==> src/rtl/demux_serial_rx.sv <==
// Serial frame receiver: one sample per clk_2 edge, LSB-first data demuxed into a word.
// Optional even-parity check is built when PARITY_CHECK_EN is defined.
module demux_serial_rx #(
  parameter int NBITS = 8
) (
  input  logic             clk_2,
  input  logic             rst_n,
  input  logic             ser_in,
  output logic [NBITS-1:0] data_out,
  output logic             valid,
  output logic             frame_err,
  output logic             parity_err,
  output logic             busy
);

  localparam int CNT_W = (NBITS > 1) ? $clog2(NBITS) : 1;
  localparam logic [CNT_W-1:0] LAST_BIT = CNT_W'(NBITS - 1);

`ifdef PARITY_CHECK_EN
  typedef enum logic [2:0] {
    IDLE      = 3'd0,
    DATA      = 3'd1,
    PARITY    = 3'd2,
    STOP      = 3'd3,
    WAIT_IDLE = 3'd4
  } state_t;
`else
  typedef enum logic [1:0] {
    IDLE      = 2'd0,
    DATA      = 2'd1,
    STOP      = 2'd2,
    WAIT_IDLE = 2'd3
  } state_t;
`endif

  state_t           state_q, state_d;
  logic [CNT_W-1:0] bit_cnt;
  logic [NBITS-1:0] shreg;
  logic             start_frame;
  logic             stop_ok;
  logic             stop_bad;

`ifdef PARITY_CHECK_EN
  logic par_bad;
`endif

  always_ff @(posedge clk_2 or negedge rst_n) begin
    if (!rst_n) state_q <= IDLE;
    else        state_q <= state_d;
  end

  always_comb begin
    state_d     = state_q;
    start_frame = 1'b0;
    stop_ok     = 1'b0;
    stop_bad    = 1'b0;
    case (state_q)
      IDLE: begin
        if (!ser_in) begin
          state_d     = DATA;
          start_frame = 1'b1;
        end
      end
      DATA: begin
        if (bit_cnt == LAST_BIT) begin
`ifdef PARITY_CHECK_EN
          state_d = PARITY;
`else
          state_d = STOP;
`endif
        end
      end
`ifdef PARITY_CHECK_EN
      PARITY: state_d = STOP;
`endif
      STOP: begin
        if (ser_in) begin
          state_d = IDLE;
`ifdef PARITY_CHECK_EN
          stop_ok = !par_bad;
`else
          stop_ok = 1'b1;
`endif
        end else begin
          state_d  = WAIT_IDLE;
          stop_bad = 1'b1;
        end
      end
      WAIT_IDLE: begin
        if (ser_in) state_d = IDLE;
      end
      default: state_d = IDLE;
    endcase
  end

  assign busy = (state_q != IDLE);

  // Datapath: bit demux, word capture on a clean stop bit, sticky error flags
  always_ff @(posedge clk_2 or negedge rst_n) begin
    if (!rst_n) begin
      bit_cnt   <= '0;
      shreg     <= '0;
      data_out  <= '0;
      valid     <= 1'b0;
      frame_err <= 1'b0;
    end else begin
      valid <= stop_ok;
      if (start_frame)
        bit_cnt <= '0;
      else if (state_q == DATA && bit_cnt != LAST_BIT)
        bit_cnt <= bit_cnt + CNT_W'(1);
      if (state_q == DATA)
        shreg[bit_cnt] <= ser_in;
      if (stop_ok) begin
        data_out  <= shreg;
        frame_err <= 1'b0;
      end
      if (stop_bad)
        frame_err <= 1'b1;
    end
  end

`ifdef PARITY_CHECK_EN
  // Even parity over data plus parity bit; par_bad holds this frame's verdict until STOP
  always_ff @(posedge clk_2 or negedge rst_n) begin
    if (!rst_n) begin
      par_bad    <= 1'b0;
      parity_err <= 1'b0;
    end else begin
      if (start_frame)
        par_bad <= 1'b0;
      if (state_q == PARITY && ((^shreg) ^ ser_in)) begin
        par_bad    <= 1'b1;
        parity_err <= 1'b1;
      end
      if (stop_ok)
        parity_err <= 1'b0;
    end
  end
`else
  assign parity_err = 1'b0;
`endif

endmodule

==> config.mk <==
export PLATFORM = sky130hd
export DESIGN_NAME = demux_serial_rx
export DESIGN_NICKNAME = d
export VERILOG_FILES = /design/src/rtl/demux_serial_rx.sv
export SDC_FILE = /design/constraint.sdc
export NUM_CORES = 1
export LEC_CHECK = 0
export ABC_AREA = 1
export ABC_CLOCK_PERIOD_IN_PS = 1650
export CAP_MARGIN = 20
export CORE_MARGIN = 2
export CORE_UTILIZATION = 30
export DETAILED_ROUTE_END_ITERATION = 7
export SYNTH_ARGS = -nofsm -noshare
export SYNTH_HDL_FRONTEND = slang
export SYNTH_SLANG_ARGS = --single-unit
==> constraint.sdc <==
create_clock -name clk_2 -period 1.65 [get_ports clk_2]
set_input_delay 0.4125 -clock clk_2 [delete_from_list [all_inputs] [get_ports clk_2]]
set_output_delay 0.4125 -clock clk_2 [all_outputs]
set_load 0.02 [all_outputs]
Word level (Yosys, flattened, before mapping) --
Index checks and enable logic that the tools add are counted.
Storage, ports and cells: logic and storage cells 41, register bits 23, input port bits 3
Cells by class: equal/unequal tests 8, mux-type cells 17, add/sub/neg operators 1, $lt $le $gt $ge 2, reduce and logical (&&, ||, !) cells 7
Operators with widths (count):
- bitwise mux 8 bit | 1
- two-way mux 1 bit | 8
- two-way mux 2 bit | 4
- one-hot mux 2 bit (4 select lines) | 1
- two-way mux 3 bit | 2
- != test 2 bit, second input constant | 3
- nonzero test 2 bit | 3
- equality test 2 bit, second input constant | 2
- less-than comparator 3 x 4 -> 1 bit, second input constant | 1
- adder 3 x 1 -> 3 bit, second input constant | 1
- demux 1 bit (select 3 bit) | 1
- equality test 3 bit, second input constant | 1
- >= comparator 3 x 1 -> 1 bit, second input constant | 1
- != test 3 bit, second input constant | 1
- AND reduction 3 bit | 1
- equality test 2 x 1 -> 1 bit, second input constant | 1
- logical AND 1 bit | 2
- zero test 2 bit | 1

Longest topological paths before layout --
Gate-level depths: netlist of the first run.
depth in word-level cells 5, depth in mapped cells 7, depth with buffers taken out 7

Worst setup path before layout of the first run --
No wires, ideal clock.
kind reg-to-reg, start point reg bit_cnt[0], end point reg bit_cnt[0], slack 0.416 ns, cell stages (with the launch flop) 7, arrival time 1.116 ns, required time 1.532 ns, clock period less this slack 1.234 ns, path through dfrtp_1 > ha_1 > ha_1 > inv_1 > nand2_2 > nand3_1 > nand2_1
Between the ends: longest elaborated chain between the ends 3
Ends and longest elaborated chain:
- start: declaration | RTL line 37 | logic [CNT_W-1:0] bit_cnt;
- start signal: assignment | RTL line 111 | bit_cnt <= bit_cnt + CNT_W'(1);
- adder 3 x 1 -> 3 bit or != test 3 bit (tied branches) | RTL line 111, 110
- two-way mux 3 bit or logical AND 1 bit (tied branches) | RTL line 110 | else if (state_q == DATA && bit_cnt != LAST_BIT)
- two-way mux 3 bit or nonzero test 2 bit (tied branches)
Parallel ways exist; a longest one is shown, timed or not. The select of a mux whose other input is x is not followed. A chain may end at the register's enable or synchronous reset.

Worst setup path in the final report of the first run --
start point reg data_out[0], end point out data_out[0]
RTL lines:
- start: declaration | RTL line 9 | output logic [NBITS-1:0] data_out,
- start signal: assignment | RTL line 115 | data_out <= shreg;
No word-level cell between the ends.

==> impl_metrics.ini, run 1 <==
[worst_setup_path]
cpPeakStageDelay_ns = 0.41
timing.critical_path.buf_inv = 1
setup.worst_path.start_class = register
cp_num_cells = 1
worst_path_dominant_cell_family = flip-flops
timing.critical_path.cells = dlygate4sd2_1
worst_r2r_path_depth = 6
critical-path-slowest-cell = sky130_fd_sc_hd__dfrtp_1
cp-end-kind = output port
worstPathMaxFanout = 2
cp_data_required_time_ns = 1.24
cp_data_arrival_time_ns = 1.04
criticalPathCategory = register to output port

[floorplanning]
fp-row-count = 21
initial_core_util = 0.313
core_area_sq_um = 3360
die_h_microns = 63.3
floorplan.die_area_sq_um = 4000
die_w_microns = 63.3
design.portCount = 15

[sta]
final-setup-viol-count = 0
worst_clock_skew_ns = 0.00147
slew_viol_final = 0
timing.fmax_ghz = 0.686
rsz0062_at_grt = no
finalHoldViolations = 0
setup_total_negative_slack_ns = 0
timing.final.crit_period_ns = 1.46
min_period_over_period = 0.883

[synthesis]
post_synth_mux_area_share = 0
synth_simple_gate_area_share = 0.340
number_of_nets_in_the_synthesized_netlist = 129
synth-xor-area-share = 0
combinational_family_with_the_most_area_after_synthesis = simple AND/OR/NAND/NOR gates
complex_gate_fraction_of_the_synthesized_area = 0.0297
synth.avg_cell_area_sq_um = 8.50
synthesis.area_sq_um = 1050
synth.yosys.warnings = 0
seq_total_area_yosys = 0.546
synth_seq_cells = 23
post_synthesis_cells = 124
yosysUniqueCellTypes = 18
synth-adder-area-share = 0.0238

[power_and_ir_drop]
fin_total_pwr_mw = 2.53
power.density_cell_area_nw_per_um2 = 1980
vdd_ir_drop_max_uv = 869
leakage_nw = 0.688

[drt]
detail_route.first_pass.iterations = 4
detail_route.drc_violations = 0
routedWlPerCell_microns = 10.3
wirelength_mm = 1.96
post_drt_via_cell_ratio = 4.43
route.antenna.remaining_nets = 0
drt_iter0_markers = 30
num_vias = 841

[cts]
path_clk_slew_ns = 0.12
cts_tree = done
cts_root_buffer = sky130_fd_sc_hd__clkbuf_4
clock_insertion_delay_worst_skew_ns = 0.30
cts-root-to-sink-buffers = 2
cts_htree_levels = 1
tritoncts.num_buffers = 3
cts.sinks = 23
number_of_setup_buffers_added_after_cts = 0
cts.hold.buffers_added = 0
post_cts_resize_count = 12

[cells_and_area]
diodes = 0
most-common-layout-cells = sky130_fd_sc_hd__nand2_1, sky130_fd_sc_hd__dfrtp_1, sky130_fd_sc_hd__nand3_1, sky130_fd_sc_hd__inv_1, sky130_fd_sc_hd__dlygate4sd2_1
final_core_utilization = 0.379
num-nets-final = 150
mostFrequentLayoutCell = sky130_fd_sc_hd__nand2_1
layout.filler_cells = 366
post_route_cells_drive_above_1_share = 0.132
synth_to_layout_area_growth_pct = 21.1

[global_route]
gr-usage-all-layers = 0.114
number_of_global_route_vias_before_repair = 845
grt_start_max_net_pins = 24
globalRoute.totalOverflow = 0
antenna_found_initial = 0
grt_pass1_wl_mm = 3.62

[placement]
place.gp.congestion = 0.784
count_of_buffers_inserted_at_the_top_level_ports = 13
place.detailed.hpwl_mm = 1.46

[min_path]
timing.hold.worst.class = input pin to asynchronous set/reset pin

[job]
drv.max_cap_violation_count = 0

[outcome]
status = finished clean
[final cells by class]
cell class / instances / area [sq um] / share of cell area
Sequential cell: 23 / 576 / 0.451
Clock inverter: 1 / 5.00 / 0.00392
Tap cell: 46 / 57.6 / 0.0451
Timing Repair Buffer: 18 / 150 / 0.118
Inverter: 12 / 45.0 / 0.0353
Multi-Input combinational cell: 87 / 420 / 0.329
Clock buffer: 3 / 22.5 / 0.0176
[per-layer routing]
layer	share of wire	GRT usage	vias to the layer above
li1	-	-	429
met1	0.48	0.140	396
met2	0.49	0.197	14
met3	0.028	0.0375	2
met4	0.0061	0.0190	0
met5	0	0	-
[registers in the layout (all words and copies together), names as in the netlist]
name       cells
bit_cnt        3
data_out       8
frame_err      1
shreg          8
state_q        2
valid          1
[Yosys cell counts]
cell type                   n  area, sq um
sky130_fd_sc_hd__nand2_1   51          191
sky130_fd_sc_hd__dfrtp_1   23          576
sky130_fd_sc_hd__nand3_1   13         65.1
sky130_fd_sc_hd__inv_1     10         37.5
sky130_fd_sc_hd__nor2_1     6         22.5
sky130_fd_sc_hd__o21ai_1    3         15.0
sky130_fd_sc_hd__ha_1       2         25.0
sky130_fd_sc_hd__inv_2      2         7.51
sky130_fd_sc_hd__nand2_2    2         12.5
sky130_fd_sc_hd__nand4_1    2         12.5
sky130_fd_sc_hd__nor2_4     2         22.5
sky130_fd_sc_hd__o21ai_0    2         10.0
sky130_fd_sc_hd__buf_4      1         7.51
sky130_fd_sc_hd__clkbuf_4   1         7.51
sky130_fd_sc_hd__conb_1     1         3.75
sky130_fd_sc_hd__nand2_4    1         11.3
sky130_fd_sc_hd__nor2_8     1         20.0
sky130_fd_sc_hd__o22ai_1    1         6.26
[kinds of logic (layout without fill, tap and decap cells)]
kind of cell | Yosys count | in the layout
AND/OR/NAND/NOR | 78 | 78
AO/OA/AOI/OAI | 6 | 6
flip-flops | 23 | 23
other | 1 | 1
adder cells (fa/ha/maj) | 2 | 2
buffers and inverters | 14 | 34
[through the flow]
step                worst slack [ns]  hold WS [ns]  instances  area, sq um
floorplan                      0.416         0.117        124         1050
global placement               0.148         0.457        186         1260
detailed placement             0.119         0.459        186         1260
CTS                           0.0162         0.433        190         1280
global route                   0.110         0.443        190         1280
finish                         0.193         0.437        190         1280
[worst paths after layout]
kind | from | to | slack [ns]
max | data_out[0] | data_out[0] | 0.19
min in group clk_2 | data_out[4] | data_out[4] | 0.48
max in group asynchronous | rst_n | bit_cnt[0] | 0.99
min | rst_n | bit_cnt[1] | 0.44
max reg2reg | bit_cnt[1] | bit_cnt[0] | 0.32
min reg2reg | data_out[4] | data_out[4] | 0.48
[where the power goes]
part / total (mW) / internal, mW / leakage [nW] / switching (mW)
logic: 1.26 / 0.461 / 0.393 / 0.798
registers: 1.02 / 0.839 / 0.278 / 0.179
clock network: 0.256 / 0.0904 / 0.0177 / 0.166
Power figures use the tool's default switching activity.
==> inputs of run 2 (changes only) <==
--- a/config.mk
+++ b/config.mk
@@ -10,6 +10,7 @@
 export CAP_MARGIN = 20
 export CORE_MARGIN = 2
 export CORE_UTILIZATION = 30
+export CTS_CLUSTER_SIZE = 24
 export DETAILED_ROUTE_END_ITERATION = 7
 export SYNTH_ARGS = -nofsm -noshare
 export SYNTH_HDL_FRONTEND = slang
==> results of run 2 <==
Final layout, timing and power as in run 1 (identical DEF).
==> inputs of run 3 (changes only) <==
--- a/config.mk
+++ b/config.mk
@@ -8,10 +8,13 @@
 export ABC_AREA = 1
 export ABC_CLOCK_PERIOD_IN_PS = 1650
 export CAP_MARGIN = 20
+export CELL_PAD_IN_SITES_DETAIL_PLACEMENT = 0
+export CELL_PAD_IN_SITES_GLOBAL_PLACEMENT = 1
 export CORE_MARGIN = 2
 export CORE_UTILIZATION = 30
 export CTS_CLUSTER_SIZE = 24
 export DETAILED_ROUTE_END_ITERATION = 7
+export PLACE_DENSITY_LB_ADDON = 0.1
 export SYNTH_ARGS = -nofsm -noshare
 export SYNTH_HDL_FRONTEND = slang
 export SYNTH_SLANG_ARGS = --single-unit
==> run 3 against run 2 <==
Net effect:
- cell count increased by 0.53%
- worst setup slack got worse by 0.0070 ns
- flip-flop and latch count unchanged
- highest routed layer unchanged
- clock power increased by 5%
- design area increased by 0.29%
- power decreased by 0.47%
- sequential power about the same
- fmax decreased by 0.48%
- largest power group unchanged
- core utilization increased by 0.11 points
- critical path type unchanged
- routed wire length increased by 1.1%
- global-route usage increased by 0.61 points
- critical endpoint is now busy
- clock skew increased by 0.0021 ns
==> impl_metrics.ini, run 3 (synthesis gave the netlist of run 1 again) <==
[drt]
routedWlPerCell_microns = 10.4
detail_route.first_pass.iterations = 4
route.antenna.remaining_nets = 0
wirelength_mm = 1.98
post_drt_via_cell_ratio = 4.20
detail_route.drc_violations = 0
num_vias = 802
drt_iter0_markers = 29

[cells_and_area]
most-common-layout-cells = sky130_fd_sc_hd__nand2_1, sky130_fd_sc_hd__dfrtp_1, sky130_fd_sc_hd__nand3_1, sky130_fd_sc_hd__inv_1, sky130_fd_sc_hd__dlygate4sd2_1
mostFrequentLayoutCell = sky130_fd_sc_hd__nand2_1
final_core_utilization = 0.381
num-nets-final = 151
post_route_cells_drive_above_1_share = 0.124
register_area_sq_um = 576
diodes = 0
layout.filler_cells = 371
synth_to_layout_area_growth_pct = 21.5
multi_input_area_sq_um = 418
reg_top3 = data_out x8, shreg x8, bit_cnt x3

[min_path]
timing.hold.worst.class = input pin to asynchronous set/reset pin

[worst_setup_path]
worstPathMaxFanout = 2
regToRegEndpoint = bit_cnt[2]
worst_r2r_path_depth = 7
setup.worst_path.start_class = register
cp-end-kind = output port
cp_data_required_time_ns = 1.24
criticalPathCategory = register to output port
register_to_register_setup_slack_ns = 0.35
cp_data_arrival_time_ns = 1.05
crit-reg2reg-launch = bit_cnt[1]

[cts]
cts.sinks = 23
tritoncts.num_buffers = 3
clock_insertion_delay_worst_skew_ns = 0.32
cts_tree = done
path_clk_slew_ns = 0.13
cts.hold.buffers_added = 0
cts-root-to-sink-buffers = 2
cts_htree_levels = 1
post_cts_resize_count = 11
cts_root_buffer = sky130_fd_sc_hd__clkbuf_4
number_of_setup_buffers_added_after_cts = 0

[job]
drv.max_cap_violation_count = 0

[floorplanning]
die_h_microns = 63.3
initial_core_util = 0.313
die_w_microns = 63.3
floorplan.die_area_sq_um = 4000
design.portCount = 15
core_area_sq_um = 3360
fp-row-count = 21

[global_route]
antenna_found_initial = 0
globalRoute.totalOverflow = 0
gr-usage-all-layers = 0.120
grt_start_max_net_pins = 24
number_of_global_route_vias_before_repair = 835
grt_pass1_wl_mm = 3.68

[outcome]
status = finished clean

[sta]
min_period_over_period = 0.887
worst_clock_skew_ns = 0.00361
slew_viol_final = 0
timing.final.crit_period_ns = 1.46
rsz0062_at_grt = no
finalHoldViolations = 0
final-setup-viol-count = 0
setup_total_negative_slack_ns = 0
postLayoutSetupSlackWorst_ns = 0.186
timing.fmax_ghz = 0.683

[placement]
place.gp.congestion = 0.764
place.detailed.hpwl_mm = 1.46
placement.setup.worst_slack_ns = 0.172
count_of_buffers_inserted_at_the_top_level_ports = 13

[power_and_ir_drop]
comb_power_share = 0.496
power.net_switching_mw = 1.13
leakage_nw = 0.691
p_seq_frac = 0.397
power.density_cell_area_nw_per_um2 = 1970
vdd_ir_drop_max_uv = 507
clock_power_share = 0.107
fin_total_pwr_mw = 2.52
internal_power_mw = 1.39
netSwitchingFraction = 0.448
## run 3: changes by cell type in the layout (fill, tap and decap cells not counted), sizes merged
cell	change
buf	+1
clkbuf	+1
clkinv	-1
## run 3: area by class of cell
type                            instances  area share
Tap cell                               46      0.0450
Sequential cell                        23       0.450
Multi-Input combinational cell         87       0.326
Timing Repair Buffer                   19       0.123
Clock buffer                            4      0.0205
Inverter                               12      0.0352
## run 3: worst max-delay path: stages (launching register included)
cell                       delay [ns]
sky130_fd_sc_hd__dfrtp_1         0.40
sky130_fd_sc_hd__nor2_1          0.13
sky130_fd_sc_hd__inv_1           0.05
sky130_fd_sc_hd__clkbuf_2        0.15
## run 3: power groups by stage
stage / logic [mW] / registers [mW] / clock network [mW]
5_1_grt: 1.44 / 1.05 / 0.305
6_report: 1.25 / 1.00 / 0.270
4_1_cts: 1.28 / 1.01 / 0.280
3_5_place_dp: 1.37 / 1.03 / 0
3_3_place_gp: 1.36 / 1.02 / 0
2_1_floorplan: 0.700 / 1.18 / 0
## run 3: through the flow
stage / hold slack [ns] / area [sq um] / std cells
6_report: 0.429 / 1280 / 191
5_1_grt: 0.447 / 1280 / 191
4_1_cts: 0.444 / 1280 / 191
3_5_place_dp: 0.459 / 1270 / 187
3_3_place_gp: 0.452 / 1270 / 187
2_1_floorplan: 0.117 / 1050 / 124
## run 3: how the worst max path moves through the flow
| stage | startpoint | to | slack (ns) | cells past startpoint |
|---|---|---|---|---|
| finish | state_q[0] | busy | 0.19 | 3 |
| global route | state_q[0] | busy | 0.14 | 3 |
| CTS | state_q[0] | busy | 0.01 | 3 |
| detailed placement | state_q[0] | busy | 0.17 | 3 |
| global placement | state_q[0] | busy | 0.18 | 3 |
| floorplan | bit_cnt[0] | bit_cnt[0] | 0.42 | 6 |
## run 3: routing by layer
metal,GRT usage,share of wire,up-vias
li1,-,-,427
met3,0.0214,0.036,5
met2,0.209,0.48,14
met4,0.0652,0.027,0
met5,0,0,-
met1,0.138,0.46,356
==> patch 1: new RTL, flow settings as in run 1 <==
`NBITS`: 8 -> 4.
--- a/src/rtl/demux_serial_rx.sv
+++ b/src/rtl/demux_serial_rx.sv
@@ -3,3 +3,3 @@
 module demux_serial_rx #(
-  parameter int NBITS = 8
+  parameter int NBITS = 4
 ) (
Interface: changed (resized data_out); port bits go from 15 to 11. The function was not compared with the original's and may differ.
==> patch 1 against run 1 <==
  * Final area decreased by 36%
  * Wire length decreased by 45%
  * Clock power decreased by 6%
  * Final cell count decreased by 39%
  * Sequential cell count decreased by 9
  * Worst setup slack got worse by 140 ps
  * Total power decreased by 39%
  * Synthesized area decreased by 39%
  * Highest routed layer unchanged
==> patch 1: results <==
[clocking]
clockRootBuffer = clkbuf_4
clkTransAtPathRegs_ps = 90
cts_buffers = 3
htreeDepth = 1
clk_path_buf_depth = 2
clock_latency_ps = 270

[critical_path]
cpMaxStageDelayCell = clkdlybuf4s50_1
critPathTopFamily = buffers and inverters
cp_max_fo = 1
slowest_delay_ps = 590
cp.arrival_ps = 1190

[cells_and_area]
nets = 96
drive_gt1_frac = 0.159
diodes = 0
largestRegisters = data_out: 4 flops, shreg: 4 flops
n_fill_cell = 193
finalNonFillerCells = 115
ff_latch_area_um2 = 350

[pwr]
irDropWorstVdd_uv = 506
p_leak_nw = 0.466
intPower_mw = 0.924

[place]
postPlaceCellArea_um2 = 777
port_buffers = 9
dp_slack_ps = 154
dpl.hpwl_um = 818
gp_congestion = 0.682
numPlacedInstances = 111

[outcome]
status = completed

[synthesis]
synthXorXnorAreaFrac = 0
synth-async-reset-ratio = 1.00
ys_types = 14
synth_ff_type = dfrtp_1
yosys.area_share.adder = 0.0784
synth_commonest_cells = 29 x nand2_1, 14 x dfrtp_1, 6 x nand3_1
avgSynthCellArea_um2 = 8.74
synth_compound_area_frac = 0.0235
syn-num-nets = 80
ys_top_cells_by_area = dfrtp_1 55%, nand2_1 17%, ha_1 7.8%
ys_seq_area_frac = 0.549
synth_mux_area_frac = 0
synth.yosys.warnings = 0

[routing]
post_drt_wl_per_cell_um = 9.30
drt-initial-drc-count = 11
drtPass1Iterations = 4
vias = 488

[hold_path]
hp-class = in2async

[grt]
antenna_found_initial = 0
grt_max_degree = 15
grt_usage = 0.102
grt_pass1_vias = 447
grt_first_pass_wirelength_um = 1860

[run]
cap_viol_max_count = 0

[timing]
finClkSkew_ps = 4.23
==> patch 1: layer usage <==
| layer | global-route usage | vias up | wire, um |
|---|---|---|---|
| met3 | 0.0182 | 2 | 39 |
| li1 | - | 255 | - |
| met5 | 0 | - | 0 |
| met4 | 0.0833 | 0 | 14 |
| met2 | 0.164 | 9 | 527 |
| met1 | 0.115 | 222 | 487 |
==> patch 1: layout make-up <==
type | count | area share
Clock buffer | 4 | 0.0444
Inverter | 8 | 0.0368
Multi-Input combinational cell | 49 | 0.297
Sequential cell | 14 | 0.429
Tap cell | 27 | 0.0413
Timing Repair Buffer | 13 | 0.152
==> patch 1: cell families (layout without fill, tap and decap cells) <==
family / after synthesis / count (layout)
AOI/OAI and AO/OA: 3 / 3
buffers and inverters: 10 / 25
adders and majority gates: 4 / 4
DFF: 14 / 14
and+or+nand+nor: 41 / 41
other: 1 / 1
==> patch 1: what timing repair did <==
| action | 4_1_cts | 5_1_grt |
|---|---|---|
| resized for setup | 3 | 3 |
| pin swaps | 0 | 0 |
| setup endpoints to repair | 3 | 3 |
| setup buffers | 0 | 0 |
==> patch 1: path summary, 6_finish.rpt <==
path	endpoint	slack, ps	startpoint	cells past startpoint
min	shreg[1]	440	rst_n	2
max reg2reg	bit_cnt[1]	530	bit_cnt[0]	4
min in group clk_2	shreg[3]	480	shreg[3]	2
max	valid	50	valid	1
max in group asynchronous	state_q[0]	1040	rst_n	2
min reg2reg	shreg[3]	480	shreg[3]	2
==> patch 1: power by group through the flow <==
stage / registers [mW] / clock network [mW] / logic, mW
floorplan: 0.674 / 0 / 0.395
global placement: 0.595 / 0 / 0.744
detailed placement: 0.599 / 0 / 0.759
CTS: 0.591 / 0.246 / 0.734
global route: 0.615 / 0.268 / 0.827
finish: 0.588 / 0.240 / 0.715
==> patch 2: new RTL, config.mk and constraints of run 1 <==
Without the edit above. Register the output `frame_err` once more; this adds one clock of latency there. The other outputs are not delayed to match.
--- a/src/rtl/demux_serial_rx.sv
+++ b/src/rtl/demux_serial_rx.sv
@@ -17,2 +17,4 @@
   localparam logic [CNT_W-1:0] LAST_BIT = CNT_W'(NBITS - 1);
+
+  logic frame_err_s0;
 
@@ -104,3 +106,3 @@
       valid     <= 1'b0;
-      frame_err <= 1'b0;
+      frame_err_s0 <= 1'b0;
     end else begin
@@ -115,6 +117,6 @@
         data_out  <= shreg;
-        frame_err <= 1'b0;
+        frame_err_s0 <= 1'b0;
       end
       if (stop_bad)
-        frame_err <= 1'b1;
+        frame_err_s0 <= 1'b1;
     end
@@ -143,2 +145,6 @@
 
+  always_ff @(posedge clk_2) begin
+    frame_err <= frame_err_s0;
+  end
+
 endmodule
Behaviour: same outputs for any inputs over 10 cycles, from zero or initial values and one cycle with rst_n low; that may be too few to reach the edited logic, so the function may still have changed.
==> patch 2 against run 1 <==
  * Sequential cell count grew 1
  * Synthesized area grew 1.9%
  * Worst setup slack lost 3.3 ps
  * Total power grew 7.7%
  * Clock power grew 65%
  * Global-route usage is essentially flat
  * Final area grew 3.3%
  * Wire length grew 1.0%
  * Largest cell class unchanged
  * Via count grew 0.83%
  * Clock skew grew 3.4 ps
==> patch 2: results <==
[grt]
grt_pass1_vias = 836
grt_first_pass_wirelength_um = 3650
grt_usage = 0.113

[cells_and_area]
diodes = 0
finalNonFillerCells = 191
nets = 151
seq_cells = 24
seq-cell-share = 0.452
final-clk-cell-share = 0.0398
multi_input_area_share = 0.317
n_fill_cell = 352
buffer_area_frac = 0.114
post-route-util = 0.389
inv_count = 12
drive_gt1_frac = 0.124

[critical_path]
cp_max_fo = 2
timing.rr.end = bit_cnt[2]
r2r_slack_ps = 330
slowest_delay_ps = 400
worstRegToRegCells = 7

[clocking]
htreeDepth = 1
clock_latency_ps = 310
clk_path_buf_depth = 2

[die]
tap_cells = 46

[routing]
vias_per_cell = 4.44
drtPass1Iterations = 4
post_drt_wl_per_cell_um = 10.4
drt-initial-drc-count = 28

[place]
postPlaceCellArea_mm2 = 0.00128
gp_congestion = 0.833
dpl.hpwl_um = 1490

[timing]
whs_ps = 390
finClkSkew_ps = 4.91

[hold_path]
hp-class = reg2reg
hp-start = frame_err_s0
hold_path_depth = 0

[synthesis]
syn_inst = 125
synth-async-reset-ratio = 0.958
synth.yosys.warnings = 0
ys_types = 19
ys_top_cells_by_area = dfrtp_1 54%, nand2_1 18%, nand3_1 6.1%
synth_commonest_cells = 51 x nand2_1, 23 x dfrtp_1, 13 x nand3_1
ys_seq_area_frac = 0.555

[outcome]
status = completed

[pwr]
irDropWorstVdd_uv = 902
p_leak_nw = 0.707
patch 2: cell types whose count changed after synthesis, sizes merged:
cell / delta
dfxtp: +1
patch 2: worst max-delay path by stage:
stage	slack (ps)	to	cells past startpoint	from
CTS	30	busy	3	state_q[0]
detailed placement	130	data_out[2]	6	ser_in
global placement	140	data_out[4]	6	ser_in
finish	190	busy	3	state_q[0]
floorplan	420	bit_cnt[0]	6	bit_cnt[0]
global route	100	busy	3	state_q[0]
patch 2: what timing repair did:
item                                   4_1_cts  5_1_grt
resized for setup                           12        1
buffers inserted                             0        0
endpoints found under the hold margin        0        0
setup endpoints to repair                   11        1
patch 2: cells by family (layout without fill, tap and decap cells):
| logic type | after synthesis | after routing | synth area share |
|---|---|---|---|
| other | 1 | 1 | 0.00349 |
| and+or+nand+nor | 78 | 78 | 0.333 |
| adders and majority gates | 2 | 2 | 0.0233 |
| AOI/OAI and AO/OA | 6 | 6 | 0.0291 |
| DFF | 24 | 24 | 0.555 |
| buffers and inverters | 14 | 34 | 0.0560 |
patch 2: per-layer routing:
layer  vias up  wire length [um]  global-route usage
li1        427                 -                   -
met1       402               952               0.152
met2        19               950               0.177
met3         0                76              0.0317
met4         0                 0              0.0326
met5         -                 0                   0
patch 2: stage by stage:
step                      worst slack (ps)  power, mW
after floorplan                        416       1.92
after global placement                 138       2.40
after detailed placement               126       2.44
after CTS                             27.0       2.78
after global routing                  99.0       3.01
final                                  189       2.73
patch 2: critical path, delay by kind of cell, from the launching register on:
kind | cells | cell delay [ps]
flops | 1 | 400
simple gates | 1 | 130
buf+inv | 2 | 200
patch 2: where the power goes:
part	internal [mW]	switching (mW)
sequential	0.875	0.177
combinational	0.459	0.796
clock	0.246	0.176
